### src/rtl/hl_bus_arbiter_if.sv
// Bundle of requester-side and adapter-side signals around hl_bus_arbiter.
// The slave modport is the arbiter's view; the master modport is the view of
// the surrounding logic (requesters plus the adapter host port).
interface hl_bus_arbiter_if #(
    parameter int NUM_REQ     = 3,
    parameter int WIDTH       = 32,
    parameter int MAX_BIT_POS = 31
);
    // Requester side
    logic [NUM_REQ-1:0]                   req_read_en;
    logic [NUM_REQ-1:0]                   req_write_en;
    logic [NUM_REQ*(MAX_BIT_POS+1)-1:0]   req_addr;
    logic [NUM_REQ*WIDTH-1:0]             req_data_in;
    logic [NUM_REQ-1:0]                   req_grant;
    logic [NUM_REQ-1:0]                   req_data_ready;
    logic [WIDTH-1:0]                     req_data_out;

    // Adapter host side
    logic                                 h_read_en;
    logic                                 h_write_en;
    logic [MAX_BIT_POS:0]                 h_addr;
    logic [WIDTH-1:0]                     h_data_in;
    logic                                 h_data_ready;
    logic [WIDTH-1:0]                     h_data_out;

    // Watchdog abort indication
    logic                                 arb_timeout;

    modport slave (
        input  req_read_en,
        input  req_write_en,
        input  req_addr,
        input  req_data_in,
        output req_grant,
        output req_data_ready,
        output req_data_out,
        output h_read_en,
        output h_write_en,
        output h_addr,
        output h_data_in,
        input  h_data_ready,
        input  h_data_out,
        output arb_timeout
    );

    modport master (
        output req_read_en,
        output req_write_en,
        output req_addr,
        output req_data_in,
        input  req_grant,
        input  req_data_ready,
        input  req_data_out,
        input  h_read_en,
        input  h_write_en,
        input  h_addr,
        input  h_data_in,
        output h_data_ready,
        output h_data_out,
        input  arb_timeout
    );
endinterface

### src/rtl/hl_bus_arbiter.sv
// hl_bus_arbiter: round-robin arbiter sharing the host port of the
// high-to-low clock adapter among NUM_REQ fast-domain requesters.
// One transaction at a time: IDLE -> BUSY (held until h_data_ready) ->
// RELEASE (completion pulse to the owner) -> IDLE.
// Optional watchdog: define HL_ARB_TIMEOUT_EN to abort a BUSY phase after
// TIMEOUT_CYCLES cycles, returning all-ones data and pulsing arb_timeout.
module hl_bus_arbiter #(
    parameter int NUM_REQ        = 3,
    parameter int WIDTH          = 32,
    parameter int MAX_BIT_POS    = 31,
    parameter int TIMEOUT_CYCLES = 1024
) (
    input  logic               clk_h,
    input  logic               rst,
    hl_bus_arbiter_if.slave    bus
);

    localparam int AW    = MAX_BIT_POS + 1;
    localparam int IDX_W = $clog2(NUM_REQ);

    typedef enum logic [1:0] {
        IDLE    = 2'd0,
        BUSY    = 2'd1,
        RELEASE = 2'd2
    } state_t;

    state_t                 state_reg, state_next;
    logic [IDX_W-1:0]       last_reg, last_next;
    logic [NUM_REQ-1:0]     grant_reg, grant_next;
    logic [NUM_REQ-1:0]     data_ready_reg, data_ready_next;
    logic [WIDTH-1:0]       data_out_reg, data_out_next;
    logic                   h_read_en_reg, h_read_en_next;
    logic                   h_write_en_reg, h_write_en_next;
    logic [AW-1:0]          h_addr_reg, h_addr_next;
    logic [WIDTH-1:0]       h_data_in_reg, h_data_in_next;
    logic                   timeout_reg, timeout_next;

    // Unpacked per-requester views of the packed request buses
    logic [AW-1:0]          addr_arr  [NUM_REQ];
    logic [WIDTH-1:0]       wdata_arr [NUM_REQ];
    logic [NUM_REQ-1:0]     pending;

    generate
        for (genvar gi = 0; gi < NUM_REQ; gi++) begin : g_unpack
            assign addr_arr[gi]  = bus.req_addr[gi*AW +: AW];
            assign wdata_arr[gi] = bus.req_data_in[gi*WIDTH +: WIDTH];
            assign pending[gi]   = bus.req_read_en[gi] | bus.req_write_en[gi];
        end
    endgenerate

    // Round-robin search: first pending index upward from last+1, wrapping
    logic [IDX_W-1:0]       win_idx;
    logic                   win_found;
    logic [IDX_W:0]         cand_ext;
    logic [IDX_W-1:0]       cand_idx;

    // Winner selection starting just past the previous owner
    always_comb begin
        win_idx   = '0;
        win_found = 1'b0;
        cand_ext  = '0;
        cand_idx  = '0;
        for (int k = 1; k <= NUM_REQ; k++) begin
            cand_ext = {1'b0, last_reg} + (IDX_W+1)'(k);
            if (cand_ext >= (IDX_W+1)'(NUM_REQ)) begin
                cand_ext = cand_ext - (IDX_W+1)'(NUM_REQ);
            end
            cand_idx = cand_ext[IDX_W-1:0];
            if (!win_found && pending[cand_idx]) begin
                win_found = 1'b1;
                win_idx   = cand_idx;
            end
        end
    end

    // Watchdog: timeout_hit asks the FSM to complete as if ready arrived
    logic timeout_hit;

`ifdef HL_ARB_TIMEOUT_EN
    localparam int CNT_W = $clog2(TIMEOUT_CYCLES) + 1;

    logic [CNT_W-1:0] cnt_reg, cnt_next;

    // Count BUSY cycles; any other state leaves it at 0 for the next entry
    always_comb begin
        cnt_next = '0;
        if (state_reg == BUSY) begin
            cnt_next = cnt_reg + CNT_W'(1);
        end
    end

    // Watchdog counter register
    always_ff @(posedge clk_h) begin
        if (rst) begin
            cnt_reg <= '0;
        end else begin
            cnt_reg <= cnt_next;
        end
    end

    assign timeout_hit = (state_reg == BUSY) &&
                         (cnt_reg == CNT_W'(TIMEOUT_CYCLES - 1));
`else
    assign timeout_hit = 1'b0;
`endif

    // Next-state and output logic; every register holds unless changed
    always_comb begin
        state_next      = state_reg;
        last_next       = last_reg;
        grant_next      = grant_reg;
        data_ready_next = '0;
        data_out_next   = data_out_reg;
        h_read_en_next  = h_read_en_reg;
        h_write_en_next = h_write_en_reg;
        h_addr_next     = h_addr_reg;
        h_data_in_next  = h_data_in_reg;
        timeout_next    = 1'b0;

        unique case (state_reg)
            IDLE: begin
                h_read_en_next  = 1'b0;
                h_write_en_next = 1'b0;
                if (win_found) begin
                    grant_next          = '0;
                    grant_next[win_idx] = 1'b1;
                    h_addr_next         = addr_arr[win_idx];
                    h_data_in_next      = wdata_arr[win_idx];
                    // Write wins when a requester raises both enables
                    h_write_en_next     = bus.req_write_en[win_idx];
                    h_read_en_next      = bus.req_read_en[win_idx] &
                                          ~bus.req_write_en[win_idx];
                    last_next           = win_idx;
                    state_next          = BUSY;
                end
            end

            BUSY: begin
                // Requester inputs are ignored here; the latched copy drives h_*
                if (bus.h_data_ready || timeout_hit) begin
                    h_read_en_next  = 1'b0;
                    h_write_en_next = 1'b0;
                    data_out_next   = bus.h_data_ready ? bus.h_data_out : {WIDTH{1'b1}};
                    data_ready_next = grant_reg;
                    timeout_next    = ~bus.h_data_ready;
                    state_next      = RELEASE;
                end
            end

            RELEASE: begin
                grant_next     = '0;
                h_addr_next    = '0;
                h_data_in_next = '0;
                state_next     = IDLE;
            end

            default: begin
                grant_next      = '0;
                h_read_en_next  = 1'b0;
                h_write_en_next = 1'b0;
                h_addr_next     = '0;
                h_data_in_next  = '0;
                state_next      = IDLE;
            end
        endcase
    end

    // State and output registers; reset aborts any outstanding transaction
    always_ff @(posedge clk_h) begin
        if (rst) begin
            state_reg      <= IDLE;
            last_reg       <= IDX_W'(NUM_REQ - 1);
            grant_reg      <= '0;
            data_ready_reg <= '0;
            data_out_reg   <= '0;
            h_read_en_reg  <= 1'b0;
            h_write_en_reg <= 1'b0;
            h_addr_reg     <= '0;
            h_data_in_reg  <= '0;
            timeout_reg    <= 1'b0;
        end else begin
            state_reg      <= state_next;
            last_reg       <= last_next;
            grant_reg      <= grant_next;
            data_ready_reg <= data_ready_next;
            data_out_reg   <= data_out_next;
            h_read_en_reg  <= h_read_en_next;
            h_write_en_reg <= h_write_en_next;
            h_addr_reg     <= h_addr_next;
            h_data_in_reg  <= h_data_in_next;
            timeout_reg    <= timeout_next;
        end
    end

    assign bus.req_grant      = grant_reg;
    assign bus.req_data_ready = data_ready_reg;
    assign bus.req_data_out   = data_out_reg;
    assign bus.h_read_en      = h_read_en_reg;
    assign bus.h_write_en     = h_write_en_reg;
    assign bus.h_addr         = h_addr_reg;
    assign bus.h_data_in      = h_data_in_reg;
    assign bus.arb_timeout    = timeout_reg;

endmodule

### src/flat_wrapper.sv
// flat-port wrapper written by rule: the top's interface ports become plain ports
module hl_bus_arbiter_flat 
#(
    parameter int NUM_REQ        = 3,
    parameter int WIDTH          = 32,
    parameter int MAX_BIT_POS    = 31,
    parameter int TIMEOUT_CYCLES = 1024
)
  (clk_h, rst, bus_req_read_en, bus_req_write_en, bus_req_addr, bus_req_data_in, bus_req_grant, bus_req_data_ready, bus_req_data_out, bus_h_read_en, bus_h_write_en, bus_h_addr, bus_h_data_in, bus_h_data_ready, bus_h_data_out, bus_arb_timeout);
  hl_bus_arbiter_if #(.NUM_REQ(NUM_REQ), .WIDTH(WIDTH), .MAX_BIT_POS(MAX_BIT_POS)) bus_i ();
  input  logic clk_h;
  input  logic rst;
  input wire logic [$bits(bus_i.req_read_en)-1:0] bus_req_read_en;
  input wire logic [$bits(bus_i.req_write_en)-1:0] bus_req_write_en;
  input wire logic [$bits(bus_i.req_addr)-1:0] bus_req_addr;
  input wire logic [$bits(bus_i.req_data_in)-1:0] bus_req_data_in;
  output wire logic [$bits(bus_i.req_grant)-1:0] bus_req_grant;
  output wire logic [$bits(bus_i.req_data_ready)-1:0] bus_req_data_ready;
  output wire logic [$bits(bus_i.req_data_out)-1:0] bus_req_data_out;
  output wire logic [$bits(bus_i.h_read_en)-1:0] bus_h_read_en;
  output wire logic [$bits(bus_i.h_write_en)-1:0] bus_h_write_en;
  output wire logic [$bits(bus_i.h_addr)-1:0] bus_h_addr;
  output wire logic [$bits(bus_i.h_data_in)-1:0] bus_h_data_in;
  input wire logic [$bits(bus_i.h_data_ready)-1:0] bus_h_data_ready;
  input wire logic [$bits(bus_i.h_data_out)-1:0] bus_h_data_out;
  output wire logic [$bits(bus_i.arb_timeout)-1:0] bus_arb_timeout;
  assign bus_i.req_read_en = bus_req_read_en;
  assign bus_i.req_write_en = bus_req_write_en;
  assign bus_i.req_addr = bus_req_addr;
  assign bus_i.req_data_in = bus_req_data_in;
  assign bus_req_grant = bus_i.req_grant;
  assign bus_req_data_ready = bus_i.req_data_ready;
  assign bus_req_data_out = bus_i.req_data_out;
  assign bus_h_read_en = bus_i.h_read_en;
  assign bus_h_write_en = bus_i.h_write_en;
  assign bus_h_addr = bus_i.h_addr;
  assign bus_h_data_in = bus_i.h_data_in;
  assign bus_i.h_data_ready = bus_h_data_ready;
  assign bus_i.h_data_out = bus_h_data_out;
  assign bus_arb_timeout = bus_i.arb_timeout;
  hl_bus_arbiter #(.NUM_REQ(NUM_REQ), .WIDTH(WIDTH), .MAX_BIT_POS(MAX_BIT_POS), .TIMEOUT_CYCLES(TIMEOUT_CYCLES)) u_core (.clk_h(clk_h), .rst(rst), .bus(bus_i));
endmodule
### config.mk
export PLATFORM = sky130hd
export DESIGN_NAME = hl_bus_arbiter_flat
export DESIGN_NICKNAME = d
export VERILOG_FILES = /design/src/rtl/hl_bus_arbiter_if.sv /design/src/rtl/hl_bus_arbiter.sv /design/src/flat_wrapper.sv
export SDC_FILE = /design/constraint.sdc
export NUM_CORES = 1
export LEC_CHECK = 0
export BUFFER_PORTS_ARGS = -buffer_cell sky130_fd_sc_hd__buf_4
export CORE_AREA = 2 2 130 132
export DETAILED_ROUTE_END_ITERATION = 6
export DIE_AREA = 0 0 132 134
export PLACE_DENSITY_LB_ADDON = 0.2
export SLEW_MARGIN = 20
export SYNTH_ARGS = -nofsm -noshare
export SYNTH_HDL_FRONTEND = slang
export SYNTH_SLANG_ARGS = --single-unit
### constraint.sdc
create_clock -name clk_h -period 3.98 [get_ports clk_h]
set_input_delay 0.597 -clock clk_h [delete_from_list [all_inputs] [get_ports clk_h]]
set_output_delay 0.597 -clock clk_h [all_outputs]
set_load 0.005 [all_outputs]
# Word level (Yosys, flattened, before mapping)
# Index checks and enable logic that the tools add are counted.
# op_classes
add_sub_neg,6
reduce_logical,12
n_lt_le_gt_ge,9
mux,41
n_bitwise,9
n_eq_ne,4
# op_table
operator,n
$mux W32,6
$bmux W32 S2,2
$pmux W32 S2,2
$mux W2,8
$lt A2 B3 Y1 const B,4
$mux W1,12
$bmux W1 S2,5
$reduce_and A2 Y1,5
$ge A3 B2 Y1 const B,3
$add A2 B2 Y3 const B,2
$pmux W1 S3,2
$pmux W3 S2,1
$sub A2 B2 Y2 const B,3
$not A1 Y1,4
$pmux W2 S2,1
$add A2 B1 Y3 const B,1
$ge A3 B3 Y1 const B,1
$logic_and A1 B1 Y1,3
$mux W3,1
$not A2 Y3,1
$or A1 B1 Y1,3
$reduce_or A3 Y1,1
$demux W1 S2,1
$eq A2 B1 Y1 const B,1
7 further kinds,8
# word_totals
word_cells,91
reg_bits,109
output_inout_bits,105
inputBits,233

# Depth between registers and ports, before layout
# Gate-level depths: netlist (run 1).
# depth
depth_word,18
ltp_mapped,12

# Worst setup path after synthesis (run 1)
# OpenSTA, ideal clock, no wires.
# synth_path
path_kind,register to register
from,register u_core.last_reg[0]
to,"register u_core.h_addr_reg[10], in the netlist u_core.bus.h_addr[10]"
path_stages_with_launch,13
required_time_ns,3.854
setup_ns,0.126
slack_ns,1.388
t_arrival_ns,2.466
n_path_buf,4
synth_period_minus_slack_ns,2.592
path_cell_list,dfxtp_1 inv_1 ha_1 buf_4 nor3_1 a211o_1 nand2_1 or4_1 clkbuf_1 buf_2 buf_2 nand4_1 nand3_1
# synth_via
elab_chain_cells,18
word_cells_on_any_way,36
# synth_lines
element,line_no,text
"start, declared",hl_bus_arbiter.sv:28,"logic [IDX_W-1:0] last_reg, last_next;"
"start signal, assigned",hl_bus_arbiter.sv:172,last_reg <= IDX_W'(NUM_REQ - 1);
"start signal, assigned",hl_bus_arbiter.sv:183,last_reg <= last_next;
$add A2 B1 Y3,hl_bus_arbiter.sv:64,"cand_ext = {1'b0, last_reg} + (IDX_W+1)'(k);"
$ge A3 B2 Y1 or $sub A2 B2 Y2 (tied branches),"hl_bus_arbiter.sv:65, hl_bus_arbiter.sv:66",
$mux W2,hl_bus_arbiter.sv:65,if (cand_ext >= (IDX_W+1)'(NUM_REQ)) begin
$bmux W1 S2,hl_bus_arbiter.sv:69,if (!win_found && pending[cand_idx]) begin
$mux W1 (not written as such),hl_bus_arbiter.sv:69,
$mux W1,hl_bus_arbiter.sv:69,
$logic_not A1 Y1,hl_bus_arbiter.sv:69,
$logic_and A1 B1 Y1,hl_bus_arbiter.sv:69,
$mux W1,hl_bus_arbiter.sv:69,
$logic_not A1 Y1,hl_bus_arbiter.sv:69,
$logic_and A1 B1 Y1,hl_bus_arbiter.sv:69,
$mux W2,hl_bus_arbiter.sv:69,
$not A2 Y3 (not written as such),hl_bus_arbiter.sv:127,h_addr_next = addr_arr[win_idx];
$bmux W32 S2,hl_bus_arbiter.sv:127,
$mux W32 (not written as such) (2 in a row),hl_bus_arbiter.sv:127,
$mux W32,hl_bus_arbiter.sv:124,if (win_found) begin
$pmux W32 S2,hl_bus_arbiter.sv:120,unique case (state_reg)
"end signal, assigned",hl_bus_arbiter.sv:189,h_addr_reg <= h_addr_next;
"end, declared",hl_bus_arbiter.sv:34,"logic [AW-1:0] h_addr_reg, h_addr_next;"
# Parallel ways exist; a longest one is shown, timed or not. The select of a mux whose other input is x is not followed.
# A chain may end at the register's enable or synchronous reset.

# Worst setup path after layout (run 1)
# layout_path
from,register u_core.last_reg[0]
to,"register u_core.h_addr_reg[8], in the netlist u_core.bus.h_addr[8]"
# Same word-level chain as after synthesis.

==> results of run 1 <==
==> per-layer routing <==
metal	wire, µm	up-vias	global-route usage, %
met3	1670	33	6.349
li1	-	3009	-
met2	10310	245	38.43
met1	8195	2875	26.71
met5	0	-	0
met4	555	0	9.239
==> cell usage after synthesis <==
cell and count:
o31ai_1 1, and3_1 3, nand3_1 67, nand2b_1 2, nor2b_1 1, nor2_1 9
nand4b_1 2, o21a_1 1, a221o_1 1, buf_1 4, a32oi_1 64, mux2i_1 2
a22oi_1 2, a211o_1 2, buf_2 17, a31oi_1 1, o311ai_1 1, ha_1 4
or2_2 1, nor3_1 4, conb_1 1, o311a_1 1, buf_4 1, nand2_1 69
a21oi_1 38, a221oi_1 1, or2_1 1, a211oi_1 2, clkbuf_1 55, a311oi_1 1
o22ai_1 1, inv_1 6, a31o_2 1, nand4_1 66, a2bb2oi_1 1, o2111ai_1 1
o21ai_0 3, dfxtp_1 109, or4_1 1, nand3b_1 1, nor4_1 1, and2_1 2
and3b_1 1, o211ai_1 68
==> per-stage QoR <==
step	total power (W)	instances	hold slack (ns)	cell area (µm²)	util, %
floorplan	0.003199	621	0.4527	5187	-
global placement	0.004349	1118	0.4427	7881	48.38
detailed placement	0.004373	1118	0.4478	7881	48.38
CTS	0.005442	1134	0.4298	8228	50.51
global route	0.005773	1134	0.4400	8228	50.51
finish	0.005411	1134	0.4464	8228	50.51
==> area by class of cell <==
class                      count  area (µm²)  area share, %
clock buffer                   9       225.2          2.737
clock inverter                 7       121.4          1.475
inverter                       6       22.52         0.2737
multi-input combinational    429        2719          33.04
sequential                   109        2182          26.52
tap                          220       275.3          3.345
timing repair buffer         354        2683          32.60
==> path summary, 6_finish.rpt <==
kind	depth (start not counted)	slack, ns	endpoint	startpoint
max	9	0.64	u_core.bus.h_addr[8]$_SDFFE_PP0P_	u_core.last_reg[0]$_SDFFE_PP0P_
min	3	0.45	u_core.bus.h_addr[30]$_SDFFE_PP0P_	bus_req_addr[94]
max reg2reg	9	0.64	u_core.bus.h_addr[8]$_SDFFE_PP0P_	u_core.last_reg[0]$_SDFFE_PP0P_
min reg2reg	2	0.46	u_core.bus.req_data_out[19]$_SDFFE_PP0P_	u_core.bus.req_data_out[19]$_SDFFE_PP0P_
==> logic make-up (layout without fill, tap and decap cells) <==
logic type                 Yosys count  count (layout)  share of synthesized area, %
muxes                                2               2                        0.3859
AOI/OAI and AO/OA                  191             191                         27.45
DFF                                109             109                         42.06
and+or+nand+nor                    231             231                         22.58
other                                1               1                       0.07229
buffers and inverters               83             376                         6.488
adders and majority gates            4               4                        0.9648
==> critical path, cell delays in order, from the launching register on <==
cell and delay [ns]:
dfxtp_1 0.45, inv_1 0.13, ha_1 0.45, nor3_1 0.26, a211oi_1 0.08, a21oi_1 0.71
o311a_2 0.50, buf_4 0.43, o211ai_1 0.14, nand3_1 0.12
==> cells in the final DEF, fill, tap and decap left out, drive strengths merged, types with 2 or more instances in the layout <==
| cell | Yosys | layout |
|---|---|---|
| a21oi | 38 | 38 |
| o211ai | 68 | 68 |
| mux2i | 2 | 2 |
| a22oi | 2 | 2 |
| o21ai | 3 | 3 |
| clkbuf | 55 | 9 |
| buf | 22 | 354 |
| and2 | 2 | 2 |
| nor2 | 9 | 9 |
| a211o | 2 | 2 |
| nand2 | 69 | 69 |
| nand4 | 66 | 66 |
| a32oi | 64 | 64 |
| bufinv | 0 | 3 |
| ha | 4 | 4 |
| inv | 6 | 7 |
| nand4b | 2 | 2 |
| nor3 | 4 | 4 |
| nand3 | 67 | 67 |
| or2 | 2 | 2 |
| dfxtp | 109 | 109 |
| clkinv | 0 | 3 |
| and3 | 3 | 3 |
| a211oi | 2 | 2 |
| nand2b | 2 | 2 |
==> power by group <==
group / switching, W / total, W / internal, W
Combinational: 0.00179 / 0.00284 / 0.00105
Sequential: 0.000146 / 0.00151 / 0.00137
Clock: 0.000434 / 0.00105 / 0.000620
Total: 0.00237 / 0.00541 / 0.00304
==> key figures, run 1 <==
STA
  • Setup TNS: 0 ns
  • Actual slew at the worst max-slew pin: a little under 0.9 ns
  • Max Slew Vio Count: 0
  • RSZ-0062 raised after global routing: no
  • Fmax: around 300 MHz
  • Final setup margin: 0.6358 ns
  • Slew headroom: 40.38%
  • Clock Skew: around 0.01 ns
  • Hold Vio Cnt, Final: 0
  • Period utilization: ~84%
  • Period minus WS final: about 3.3 ns
  • Final setup fails: 0

Worst setup path
  • Worst EP arrival: 3.63 ns
  • WP data required: between 4 and 5 ns
  • CP Max Fanout: 30
  • Critical path class: reg -> reg
  • Startpoint types: register
  • Worst setup EP type: register

Floorplanning
  • IO Pins: ~340
  • Die Wd: approximately 130 µm
  • Die Area: around 18000 µm²
  • Starting Density: a little under a third
  • Placeable Area: between 15000 and 20000 µm²
  • Core Rows: 47
  • Die height: roughly 130 µm

Layout
  • Final net count: 1146
  • Ant. Diodes: 0
  • Syn-to-layout area delta: 58.61%
  • Share of cells above drive strength 1: between 40% and 50%
  • Fill cells: around 1600

Place
  • Final GP Congestion: approximately 0.82
  • Port Buffer Count: approximately 340
  • DP HPWL: roughly 14000 µm
  • Pre-CTS WS: roughly 0.70 ns

Global route
  • Vias in the first global route: 6082
  • Initial antenna violation count: 0
  • Largest net degree at the start of global routing: around 130
  • GRT overflow: 0
  • Global-route usage over all layers: a little under a quarter
  • First-pass GRT wire length: 32170 µm

Synth
  • Sequential area share after synthesis: between 40% and 50%
  • Cell count after synthesis: 621
  • Synth area leaders: dfxtp_1 (42%), a32oi_1 (11%), o211ai_1 (9.8%)
  • Register bit total from synthesis: 109
  • Synth Cell Area: between 5000 and 6000 µm²
  • Mapped Nets: approximately 860
  • Yosys top cell by area: dfxtp_1
  • Syn_area_per_cell: approximately 8.4 µm²
  • Distinct cell type count after synthesis: 44
  • Synth warnings: 0
  • Top cell type's share of synthesized area: between 40% and 50%

Clock network
  • CTS root buf: clkbuf_16
  • H-tree depth: 3
  • Hold Buf Count CTS: 0
  • Post-CTS Setup Inserts: 0
  • CTS tree: done
  • Clock buffer depth: 2
  • Post-CTS Resized: 0
  • Num CTS Buffers: 9
  • Clock Sinks: 109
  • Clk slew on worst S/H paths: approximately 0.08 ns
  • Later-pin clock latency in the skew report: approximately 0.35 ns

Pwr
  • Max IR drop VDD: roughly 0.57 mV
  • Leak pwr: 3.624 nW
  • Pwr dens: roughly 660 nW/µm²

Route
  • Via count: between 6000 and 7000
  • Initial drt markers: 358
  • DR WL/cell: roughly 18 µm
  • Final wirelength: about 21000 µm
  • Drt pass-1 iters: 5
  • Vias/cell: between 5 and 6
  • # DRC: 0
  • Final ANT Viol Nets: 0

Run status
  • Run status: finished, final reports clean

Run
  • Maxcap violations: 0

Hold path
  • Worst hold path type: in -> reg
(Power assumes the default switching activity.)
==> run 2: changes to the inputs <==
- CORE_AREA: 2 2 130 132 -> 2 2 131 133
- DIE_AREA: 0 0 132 134 -> 0 0 133 135
- clock period: 3.98 -> 3 ns (I/O delays scaled with it)
==> run 2 against run 1 <==
Effect of this change:
- wire length rose by 3.0%
- clock power rose by 20%
- clock skew rose by 0.00073 ns
- utilization fell by 0.13 points
- critical path depth fell by 1
- combinational power rose by 40%
- power rose by 34%
- first-iteration DRC count rose by 1.4%
- sequential share of layout area fell by 0.12 points
- clock-buffer cell count rose by 1
- worst setup slack got worse by 0.37 ns
- worst hold slack got worse by 0.15 ns
- critical endpoint is now u_core.bus.h_addr[26]$_SDFFE_PP0P_
- largest power group unchanged
==> key figures, run 2 (synthesized netlist as in run 1, its figures left out) <==
Global route
  • Initial antenna violation count: 0
  • GRT overflow: 0
  • First-pass GRT wire length: ~33000 µm
  • Vias in the first global route: roughly 6000
  • Global-route usage over all layers: between 20% and 30%
  • Largest net degree at the start of global routing: between 60 and 70

Route
  • Initial drt markers: 363
  • Drt pass-1 iters: 4
  • Vias/cell: 5.479
  • DR WL/cell: about 19 µm
  • # DRC: 0
  • Final ANT Viol Nets: 0
  • Via count: ~6200
  • Final wirelength: around 21000 µm

STA
  • Final setup fails: 0
  • Slew headroom: between 50% and 60%
  • Clock Skew: 0.01048 ns
  • Hold Vio Cnt, Final: 0
  • RSZ-0062 raised after global routing: no
  • Setup TNS: 0 ns
  • Actual slew at the worst max-slew pin: a little under 0.7 ns
  • Max Slew Vio Count: 0
  • Fmax: approximately 370 MHz
  • Period utilization: 91.26%
  • Period minus WS final: ~2.7 ns

Layout
  • Share of cells above drive strength 1: approximately two fifths
  • Most frequent cells in the layout: buf_4 (354), dfxtp_1 (109), nand2_1 (69)
  • Most common library cell in the layout ignoring fill and taps: buf_4
  • Final net count: about 1200
  • Ant. Diodes: 0
  • Final cell count without fillers: about 1100
  • Syn-to-layout area delta: 59.36%

Worst setup path
  • Crit path buf inv count: 2
  • Slowest cell on crit path: or4_2
  • Worst path max stage delay: 0.73 ns
  • WP data required: between 3 and 4 ns
  • Critical path class: reg -> reg
  • Gate family responsible for the most delay along the worst path: simple AND/OR/NAND/NOR gates
  • FF-to-FF path depth: 8
  • CP Max Fanout: 24
  • Crit-path cells: inv_1 > ha_2 > o21a_1 > a221o_1 > or4_2 > buf_4 > nand4_1 > nand3_1
  • Worst setup EP type: register
  • Worst EP arrival: slightly below 3 ns
  • Crit. path cell count: 8
  • Startpoint types: register

Floorplanning
  • Die height: 135 µm
  • Starting Density: a little under a third
  • Core Rows: 47
  • Placeable Area: roughly 16000 µm²
  • Die Area: 17960 µm²
  • IO Pins: about 340
  • Die Wd: approximately 130 µm

Pwr
  • Leak pwr: approximately 3.6 nW
  • Max IR drop VDD: around 0.63 mV
  • Pwr dens: 876.4 nW/µm²

Clock network
  • Clock buffer depth: 2
  • Hold Buf Count CTS: 0
  • Num CTS Buffers: 9
  • CTS tree: done
  • Post-CTS Resized: 0
  • Later-pin clock latency in the skew report: roughly 0.35 ns
  • H-tree depth: 3
  • Post-CTS Setup Inserts: 0
  • Clock Sinks: ~110
  • CTS root buf: clkbuf_16
  • Clk slew on worst S/H paths: 0.08 ns

Place
  • Placed insts: between 1000 and 1500
  • Port Buffer Count: 337
  • DP HPWL: ~15000 µm
  • Final GP Congestion: roughly 0.85

Hold path
  • Worst hold path type: in -> reg
  • Hold-critical path depth: 3

Run status
  • Run status: finished, final reports clean

Run
  • Maxcap violations: 0
run 2: worst paths after layout:
kind	endpoint	start	slack (ns)
worst max-delay path	u_core.bus.h_addr[26]$_SDFFE_PP0P_	u_core.last_reg[0]$_SDFFE_PP0P_	0.26
worst min-delay path	u_core.bus.h_data_in[19]$_SDFFE_PP0P_	bus_req_data_in[83]	0.29
worst max register to register	u_core.bus.h_addr[26]$_SDFFE_PP0P_	u_core.last_reg[0]$_SDFFE_PP0P_	0.26
worst min register to register	u_core.bus.req_data_out[5]$_SDFFE_PP0P_	u_core.bus.req_data_out[5]$_SDFFE_PP0P_	0.45
run 2: worst reg2reg max path, stage by stage, from the launching register on:
cell,delay (ns)
dfxtp_1,0.34
inv_1,0.09
ha_2,0.37
o21a_1,0.17
a221o_1,0.44
or4_2,0.73
buf_4,0.28
nand4_1,0.14
nand3_1,0.08
run 2: power by group:
part           total (W)  internal (W)  switching [W]
Combinational    0.00398       0.00156        0.00243
Clock            0.00126      0.000678       0.000578
Sequential       0.00201       0.00181       0.000192
run 2: layer usage:
layer	GRT usage [%]	share of wire [%]	vias up
li1	-	-	3014
met1	28.58	40	2917
met2	38.00	49	271
met3	6.006	8.0	39
met4	8.184	2.5	0
met5	0	0	-
run 2: through the flow:
stage	power, W	instance area [µm²]	setup WS, ns	util, %	hold WS [ns]
after detailed placement	0.006015	7956	0.1640	48.49	0.4477
final	0.007245	8267	0.2622	50.39	0.2931
after floorplan	0.004245	5187	0.4085	-	0.4527
after global routing	0.007736	8267	0.09219	50.39	0.2907
after global placement	0.005998	7956	0.2223	48.49	0.4437
after CTS	0.007296	8264	0.1571	50.37	0.2837
run 2: layout make-up:
class,count,area (µm²)
clock inverter,6,68.82
clock buffer,10,239.0
multi-input combinational,429,2721
fill,1625,8140
inverter,6,22.52
tap,220,275.3
sequential,109,2182
timing repair buffer,359,2758
==> run 3: changes to the inputs <==
- clock period: 3 -> 2.3 ns (I/O delays scaled with it)
==> run 3 against run 2 <==
Effect of this change:
- the run now ends with setup timing left
- power grew 60%
- final cell count rose by 3.8%
- sequential share of layout area down 2.2 points
- clock-buffer cell count shrank 1
- non-clock buffer count grew 42
- register-to-register slack worse by 0.35 ns
- sequential cell count is the same
- clock power increased by 33%
- via count is 3.5% higher
- wire length grew 7.1%
- critical path depth grew 4
- worst hold slack got worse by 0.12 ns
- critical endpoint is now u_core.bus.h_addr[14]$_SDFFE_PP0P_
==> key figures, run 3 (synthesized netlist as in run 1, its figures left out) <==
STA
  • Final setup fails: 66
  • Final hold slack: between 0.15 and 0.2 ns
  • Fmax: between 400 and 500 MHz
  • Max Slew Vio Count: 0
  • Actual slew at the worst max-slew pin: approximately 0.70 ns
  • Period utilization: 103.7%
  • Clock Skew: roughly 0.015 ns
  • Slew headroom: ~53%
  • Final setup margin: -0.08598 ns
  • Period minus WS final: 2.386 ns
  • Hold Vio Cnt, Final: 0
  • RSZ-0062 raised after global routing: yes

Worst setup path
  • Worst setup EP type: register
  • Worst reg2reg endpoint: u_core.bus.h_addr[14]$_SDFFE_PP0P_
  • Setup slack, reg-to-reg: -0.09 ns
  • WP data required: around 2.6 ns
  • CP most frequent cell: buf_4
  • RR Startpoint: u_core.last_reg[0]$_SDFFE_PP0P_
  • Startpoint types: register
  • Slowest cell on crit path: dfxtp_4
  • Gate family responsible for the most delay along the worst path: buffers and inverters
  • Critical path class: reg -> reg
  • Worst path max stage delay: between 0.3 and 0.4 ns
  • CP Max Fanout: 35
  • FF-to-FF path depth: 12
  • Crit path buf inv count: 6
  • Crit-path cells: inv_4 > ha_4 > o21a_1 > buf_4 > buf_4 > a221oi_2 > buf_4 > a31oi_4 > buf_4 > buf_12 > o211ai_1 > nand3_1
  • Worst EP arrival: 2.63 ns

Floorplanning
  • Die Area: 17960 µm²
  • Core Rows: 47
  • Placeable Area: 16410 µm²
  • IO Pins: 338
  • Starting Density: 31.62%
  • Die height: 135 µm
  • Die Wd: between 100 and 150 µm

Global route
  • Largest net degree at the start of global routing: 51
  • Initial antenna violation count: 0
  • GRT overflow: 0
  • First-pass GRT wire length: around 34000 µm
  • Vias in the first global route: 6132
  • Global-route usage over all layers: approximately a quarter

Place
  • Placed insts: 1147
  • Final GP Congestion: roughly 0.84
  • Post-DP Area: 8287 µm²
  • Pre-CTS WS: -0.1376 ns
  • Port Buffer Count: roughly 340
  • DP HPWL: 14880 µm

Run
  • Maxcap violations: 0

Route
  • Vias/cell: approximately 5.5
  • # DRC: 0
  • Final wirelength: 22870 µm
  • Drt pass-1 iters: 5
  • DR WL/cell: 19.35 µm
  • Initial drt markers: roughly 430
  • Via count: around 6500
  • Final ANT Viol Nets: 0

Clock network
  • Hold Buf Count CTS: 0
  • Clk slew on worst S/H paths: ~0.09 ns
  • Later-pin clock latency in the skew report: roughly 0.36 ns
  • Clock buffer depth: 2
  • H-tree depth: 3
  • Clock Sinks: between 100 and 150
  • Num CTS Buffers: 9
  • CTS root buf: clkbuf_16
  • CTS tree: done

Hold path
  • Hold-critical path depth: 3
  • Hold EP: u_core.bus.h_addr[4]$_SDFFE_PP0P_
  • Worst hold start: bus_req_addr[68]
  • Worst hold path type: in -> reg

Layout
  • Fill cells: ~1600
  • Most common library cell in the layout ignoring fill and taps: buf_4
  • Most frequent cells in the layout: buf_4 (368), dfxtp_1 (107), o211ai_1 (68), nand2_1 (68), nand3_1 (67)
  • Post-layout util: about 55%
  • Syn-to-layout area delta: 74.31%
  • Multi-input logic area: between 2000 and 3000 µm²
  • Ant. Diodes: 0
  • Final net count: ~1200
  • Reg area: around 2200 µm²
  • Share of cells above drive strength 1: between 40% and 50%
  • Finished layout cell area: 9042 µm²
  • Final cell count without fillers: 1182

Pwr
  • Leak pwr: ~4.0 nW
  • Pwr dens: approximately 1300 nW/µm²
  • Max IR drop VDD: 0.9128 mV

Run status
  • Failing checks: setup timing
  • Run status: complete, but fails checks
==> run 3: final cells by class <==
cell class                      count  area share (%)
Timing Repair Buffer              401           37.69
Multi-Input combinational cell    430           31.27
Sequential cell                   109           24.19
Tap cell                          220           3.044
Clock buffer                        9           2.491
Clock inverter                      7           1.038
Inverter                            6          0.2767
==> run 3: timing repair <==
item / in CTS / in global routing
setup buffers: 6 / 2
resized for setup: 18 / 11
pin swaps: 4 / 8
setup endpoints to repair: 67 / 68
gates cloned: 4 / 7
==> run 3: report_power, final <==
group          internal (W)  total (W)  switching, W
combinational       0.00346    0.00727       0.00381
sequential          0.00237    0.00262      0.000246
clock              0.000796    0.00167      0.000877
total               0.00663     0.0116       0.00493
==> run 3: metal layers <==
layer  track usage (%)  routed length [µm]  vias up  part of all wire (%)
li1                  -                   -     3107                     -
met1             29.28                9375     3044                    41
met2             39.69               11180      282                    49
met3             7.470                1887       27                   8.3
met4             6.930                 427        0                   1.9
met5                 0                   0        -                     0
==> run 3: tightest hold or removal path, cell delays in order <==
cell and delay [ns]:
buf_4 0.07, a32oi_1 0.04, nand3_1 0.05
==> run 3: worst max path at each step <==
stage	start	endpoint	slack (ns)	cells after the start
global placement	u_core.last_reg[0]$_SDFFE_PP0P_	u_core.bus.h_data_in[3]$_SDFFE_PP0P_	-0.14	10
global route	u_core.last_reg[0]$_SDFFE_PP0P_	u_core.bus.h_read_en$_SDFFE_PP0P_	-0.20	12
detailed placement	u_core.last_reg[0]$_SDFFE_PP0P_	u_core.bus.h_data_in[3]$_SDFFE_PP0P_	-0.14	10
finish	u_core.last_reg[0]$_SDFFE_PP0P_	u_core.bus.h_addr[14]$_SDFFE_PP0P_	-0.09	12
CTS	u_core.last_reg[0]$_SDFFE_PP0P_	u_core.bus.h_write_en$_SDFFE_PP0P_	-0.07	11
floorplan	u_core.last_reg[0]$_SDFFE_PP0P_	u_core.bus.req_grant[0]$_SDFFE_PP0P_	-0.02	10
==> run 3: per-stage QoR <==
step / setup TNS (ns) / total power, W
floorplan: -0.1898 / 0.005636
global placement: -6.025 / 0.008359
detailed placement: -7.326 / 0.008374
CTS: -3.064 / 0.01089
global route: -10.51 / 0.01223
finish: -2.528 / 0.01156
